**src/rtl/mem_trans_gen.sv**
```systemverilog
`default_nettype none
`timescale 1ns/1ps
// ============================================================================
// Module      : mem_trans_gen
// Description : Transaction sequencer for the memory checker. Walks a
//               programmed number of address steps. Each step consumes the
//               current address from the address generator and issues a
//               write, a read, or a write followed by a read over a
//               valid/ready command port. It then strobes the address
//               generator to advance.
// Revision    : 1.0 - initial release
// ============================================================================
module mem_trans_gen #(
  parameter int ADDR_W = 24,
  parameter int CNT_W  = 16
) (
  input  logic              clk_i,
  input  logic              rst_i,
  input  logic              test_start_i,
  input  logic [1:0]        test_mode_i,
  input  logic [CNT_W-1:0]  trans_amount_i,
  input  logic [ADDR_W-1:0] next_addr_i,
  output logic              next_addr_en_o,
  output logic              cmd_valid_o,
  input  logic              cmd_ready_i,
  output logic              cmd_write_o,
  output logic [ADDR_W-1:0] cmd_addr_o,
  output logic              busy_o,
  output logic              done_o,
  output logic [CNT_W-1:0]  trans_cnt_o
);

  localparam logic [1:0] c_IDLE  = 2'd0;
  localparam logic [1:0] c_LOAD  = 2'd1;
  localparam logic [1:0] c_ISSUE = 2'd2;
  localparam logic [1:0] c_DONE  = 2'd3;

  localparam logic [1:0] c_MODE_RD  = 2'd1;
  localparam logic [1:0] c_MODE_WR2 = 2'd2;
  localparam logic [1:0] c_MODE_RSV = 2'd3;

  logic [1:0]        r_state;
  logic [1:0]        w_state_nxt;
  logic [1:0]        r_mode;
  logic [CNT_W-1:0]  r_amount;
  logic [CNT_W-1:0]  r_cnt;
  logic              r_phase;
  logic              r_write;
  logic [ADDR_W-1:0] r_addr;

  logic              w_start_ok;
  logic              w_hs;
  logic              w_last_phase;
  logic [CNT_W-1:0]  w_cnt_inc;
  logic              w_final;

  // A start is only accepted from IDLE and never for the reserved mode.
  assign w_start_ok   = (r_state == c_IDLE) && test_start_i && (test_mode_i != c_MODE_RSV);
  assign w_hs         = (r_state == c_ISSUE) && cmd_ready_i;
  // Only write-then-read has two phases per address; the read is the last.
  assign w_last_phase = (r_mode != c_MODE_WR2) || r_phase;
  assign w_cnt_inc    = r_cnt + 1'b1;
  assign w_final      = (w_cnt_inc == r_amount);

  // State register.
  always_ff @(posedge clk_i or posedge rst_i) begin
    if (rst_i) begin
      r_state <= c_IDLE;
    end else begin
      r_state <= w_state_nxt;
    end
  end

  // Next-state decode.
  always_comb begin
    w_state_nxt = r_state;
    case (r_state)
      c_IDLE: begin
        if (w_start_ok) begin
          w_state_nxt = (trans_amount_i == '0) ? c_DONE : c_LOAD;
        end
      end
      c_LOAD: begin
        w_state_nxt = c_ISSUE;
      end
      c_ISSUE: begin
        if (w_hs && w_last_phase) begin
          w_state_nxt = w_final ? c_DONE : c_LOAD;
        end
      end
      c_DONE: begin
        w_state_nxt = c_IDLE;
      end
      default: begin
        w_state_nxt = c_IDLE;
      end
    endcase
  end

  // State-decoded outputs; the advance strobe is never raised for the final step.
  always_comb begin
    cmd_valid_o    = 1'b0;
    busy_o         = 1'b0;
    done_o         = 1'b0;
    next_addr_en_o = 1'b0;
    cmd_valid_o    = (r_state == c_ISSUE);
    busy_o         = (r_state != c_IDLE);
    done_o         = (r_state == c_DONE);
    next_addr_en_o = w_hs && w_last_phase && !w_final;
  end

  // Test context, command fields and completed-step counter.
  always_ff @(posedge clk_i or posedge rst_i) begin
    if (rst_i) begin
      r_mode   <= 2'd0;
      r_amount <= '0;
      r_cnt    <= '0;
      r_phase  <= 1'b0;
      r_write  <= 1'b0;
      r_addr   <= '0;
    end else begin
      case (r_state)
        c_IDLE: begin
          if (w_start_ok) begin
            r_mode   <= test_mode_i;
            r_amount <= trans_amount_i;
            r_cnt    <= '0;
            r_phase  <= 1'b0;
          end
        end
        c_LOAD: begin
          r_addr  <= next_addr_i;
          r_write <= (r_mode != c_MODE_RD) && !r_phase;
        end
        c_ISSUE: begin
          if (w_hs) begin
            if (!w_last_phase) begin
              // Write half of a write-then-read step: keep the address, turn around to read.
              r_phase <= 1'b1;
              r_write <= 1'b0;
            end else begin
              r_cnt   <= w_cnt_inc;
              r_phase <= 1'b0;
            end
          end
        end
        default: begin
        end
      endcase
    end
  end

  assign cmd_write_o = r_write;
  assign cmd_addr_o  = r_addr;
  assign trans_cnt_o = r_cnt;

endmodule
`default_nettype wire

```
**config.mk**
```make
export PLATFORM = sky130hd
export DESIGN_NAME = mem_trans_gen
export DESIGN_NICKNAME = d
export VERILOG_FILES = /design/src/rtl/mem_trans_gen.sv
export SDC_FILE = /design/constraint.sdc
export NUM_CORES = 1
export LEC_CHECK = 0
export CAP_MARGIN = 15
export CELL_PAD_IN_SITES_DETAIL_PLACEMENT = 1
export CELL_PAD_IN_SITES_GLOBAL_PLACEMENT = 1
export CORE_ASPECT_RATIO = 1.5
export CORE_MARGIN = 1.5
export CORE_UTILIZATION = 36
export CTS_CLUSTER_DIAMETER = 50
export CTS_CLUSTER_SIZE = 20
export DETAILED_ROUTE_END_ITERATION = 10
export GPL_TIMING_DRIVEN = 1
export PLACE_DENSITY = 0.89
export SYNTH_ARGS = -nofsm -noshare
export SYNTH_HDL_FRONTEND = slang
export SYNTH_SLANG_ARGS = --single-unit
```
**constraint.sdc**
```tcl
create_clock -name clk_i -period 3.7 [get_ports clk_i]
set_input_delay 0.74 -clock clk_i [delete_from_list [all_inputs] [get_ports clk_i]]
set_output_delay 0.74 -clock clk_i [all_outputs]
set_load 0.02 [all_outputs]
```
==> flow_summary.toml, run 1 <==
[floorplanning]
start_util = 0.3724
dieArea_um2 = 9283
coreArea_um2 = 8413
io_pins = 91
dieWidth_um = 79.17
placementRows = 41
die_h_um = 117.3

[setup_path]
critPathLaunchType = "register"
crit_path_max_incr_delay_ps = 500
path_cells = "ha_1 > nand4_1 > or3_1 > or4b_1 > o211ai_1 > nand3_1 > o21a_1 > dlygate4sd2_1"
worstPathRequired_ps = 2960
crit_arrival_ps = 2780
cp-end-kind = "primary output"
path_class = "reg2out"
crit_path_top_delay_cell = "or4b_1"
crit_fanout = 6

[outcome]
status = "completed"

[route]
drc = 0
wirelength_um = 8857
drt_first_pass_iters = 4
ant_nets = 0
drtIter0Drc = 101
wire_per_inst_um = 17.68
viasPerCell = 5.397
vias = 2704

[global_route]
grt_overflow = 0
grt_use_total = 0.2059
grt_pass1_vias = 2840
antenna_found_initial = 0
grt_max_degree = 53
grt_pass1_wl_um = 14280

[power]
cellPowerDensity_nw_per_um2 = 751.4
vdd_ir_drop_max_uv = 344.1
p_leak_nw = 1.810
totalPowerFinal_mw = 3.399

[synthesis]
synth.area.top_cells = "dfrtp_1 (50%), mux2_2 (14%), xnor2_1 (4.5%)"
synthTopCellsByCount = "dfrtp_1 (62), mux2_2 (40), nor2_1 (25)"
synth_flop_cell = "dfrtp_1"
synth_edf_count = 0
seq_area_frac_synth = 0.4952
synth_cell_types = 46
async_flop_share = 1.000
yosysMostFrequentCell = "dfrtp_1"
ys_ff_latch = 62
syn_nets = 338
yosysTopAreaCell = "dfrtp_1"
yosysWarningCount = 0
synth_top_area_share = 0.4952
synthCells = 291
netlist_area_um2 = 3133
avgSynthCellArea_um2 = 10.77

[cells_and_area]
drive_gt1_frac = 0.2157
layout.nets = 436
areaGrowthSynthToFinish_pct = 44.37
n_fill_cell = 932
diodes = 0

[timing]
tns_ps = 0
relSlewSlack = 0.5717
tightest_slew_ps = 640.7
maxSlewViolCount = 0
finClkSkew_ps = 5.177
fmax_mhz = 283.8
setup_viol = 0
timing.final.crit_share = 0.9523
rsz0062_at_grt = "no"
hold_viol = 0
period_minus_slack_ps = 3524

[clocking]
clk_latency_ps = 330
h-tree-depth = 3
root_buffer = "clkbuf_16"
path_clk_slew_ps = 50
clockBufferDepth = 2
numCtsBuffers = 9
cts_sinks = 62
cts_tree = "built"

[flow_run]
max_cap_viol_count = 0

[placement]
place_congestion = 0.9118
hpwl_um = 6473
io_buffers = 90

[hold_path]
min_path_type = "reg2reg"
[final timing paths]
| kind | start | end | slack [ps] | depth (start not counted) |
|---|---|---|---|---|
| min in group asynchronous | rst_i | trans_cnt_o[3] | 640 | 2 |
| worst max register to register | trans_cnt_o[1] | r_state[1] | 1460 | 7 |
| worst min-delay path | cmd_addr_o[5] | cmd_addr_o[5] | 500 | 1 |
| max in group asynchronous | rst_i | trans_cnt_o[0] | 2410 | 4 |
| worst max-delay path | trans_cnt_o[1] | next_addr_en_o | 180 | 8 |
| worst min register to register | cmd_addr_o[5] | cmd_addr_o[5] | 500 | 1 |
[cell families (layout without fill, tap and decap cells)]
group | after synthesis | after routing | synth area share
DFF | 62 | 62 | 0.4952
buffers and inverters | 21 | 124 | 0.02676
adders and majority gates | 1 | 1 | 0.003993
AOI/OAI and AO/OA | 48 | 48 | 0.09425
muxes | 41 | 41 | 0.1470
xor gates and xnor gates | 22 | 22 | 0.06150
and+or+nand+nor | 96 | 96 | 0.1713
[metrics by stage]
step / worst slack, ps / hold slack (ps) / instance area [um^2] / cells / utilization
after floorplan: 600.7 / 466.2 / 3133 / 291 / -
after CTS: 165.5 / 507.6 / 4497 / 500 / 0.5345
after global placement: 208.3 / 487.0 / 4184 / 483 / 0.4973
after detailed placement: 130.3 / 495.3 / 4184 / 483 / 0.4973
final: 176.5 / 503.3 / 4523 / 501 / 0.5376
after global routing: 8.052 / 516.2 / 4523 / 501 / 0.5376
[repair_timing]
item,in CTS,in global routing
hold buffers,0,0
endpoints found under the setup margin,1,1
pin swaps,1,0
gates cloned,0,0
buffers inserted,1,0
resized for setup,7,1
[sequential cells by signal, indices dropped and copies added, names as in the netlist]
register / count
r_state: 2
trans_cnt_o: 16
r_phase: 1
r_amount: 16
r_mode: 2
cmd_addr_o: 24
cmd_write_o: 1
[metal layers]
metal  GRT usage  vias to the layer above  routed length (um)
li1            -                     1237                   -
met1      0.2099                     1352                3354
met2      0.3909                      100                4899
met3     0.06202                       15                 439
met4     0.07719                        0                 163
met5           0                        -                   0
[final cells by class]
type / instances / area, um^2 / area share
Timing Repair Buffer: 102 / 1002 / 0.2216
Inverter: 6 / 22.52 / 0.004979
Multi-Input combinational cell: 208 / 1518 / 0.3355
Sequential cell: 62 / 1556 / 0.3441
Clock inverter: 7 / 65.06 / 0.01438
Tap cell: 107 / 133.9 / 0.02960
Clock buffer: 9 / 225.2 / 0.04979
[layout by cell type, fill, tap and decap left out, types with 2 or more instances in the layout]
cell	n
mux2_2	40
nor2b_1	4
a21oi_1	7
or3_1	5
clkdlybuf4s50_1	89
xnor2_1	16
and2_1	3
nand2_1	17
nand3_1	9
o21ai_0	22
clkbuf_16	9
nor2_1	25
o31ai_1	2
a31oi_1	2
dfrtp_1	58
buf_4	11
xor2_1	6
and3_1	3
nand4_1	6
nor4_1	5
dfrtp_2	4
clkinvlp_4	2
inv_1	5
a22o_1	2
nor3_1	5
o21a_1	2
clkinv_2	4
nor4_2	2
a21o_1	2
[power breakdown]
part           switching [mW]  internal (mW)  leakage [nW]
Sequential              0.202          0.950         0.761
Clock                   0.296          0.515         0.141
Combinational           0.678          0.757         0.908
Total                    1.18           2.22          1.81
[worst max-delay path: cells and delay by family (launching register included)]
kind            cells  cell delay, ps
fa+ha+maj           1             200
buf+inv             1             320
compound gates      2             320
flops               1             440
simple gates        4            1170
Note: power is estimated with default switching activity, not from simulation.
==> run 2, diff against run 1 <==
--- a/config.mk
+++ b/config.mk
@@ -12,10 +12,11 @@
 export CORE_MARGIN = 1.5
 export CORE_UTILIZATION = 36
 export CTS_CLUSTER_DIAMETER = 50
-export CTS_CLUSTER_SIZE = 20
+export CTS_CLUSTER_SIZE = 28
 export DETAILED_ROUTE_END_ITERATION = 10
 export GPL_TIMING_DRIVEN = 1
 export PLACE_DENSITY = 0.89
 export SYNTH_ARGS = -nofsm -noshare
 export SYNTH_HDL_FRONTEND = slang
 export SYNTH_SLANG_ARGS = --single-unit
+export TNS_END_PERCENT = 100
==> results of run 2 <==
The final DEF is identical to that of run 1; final timing and power are the same.
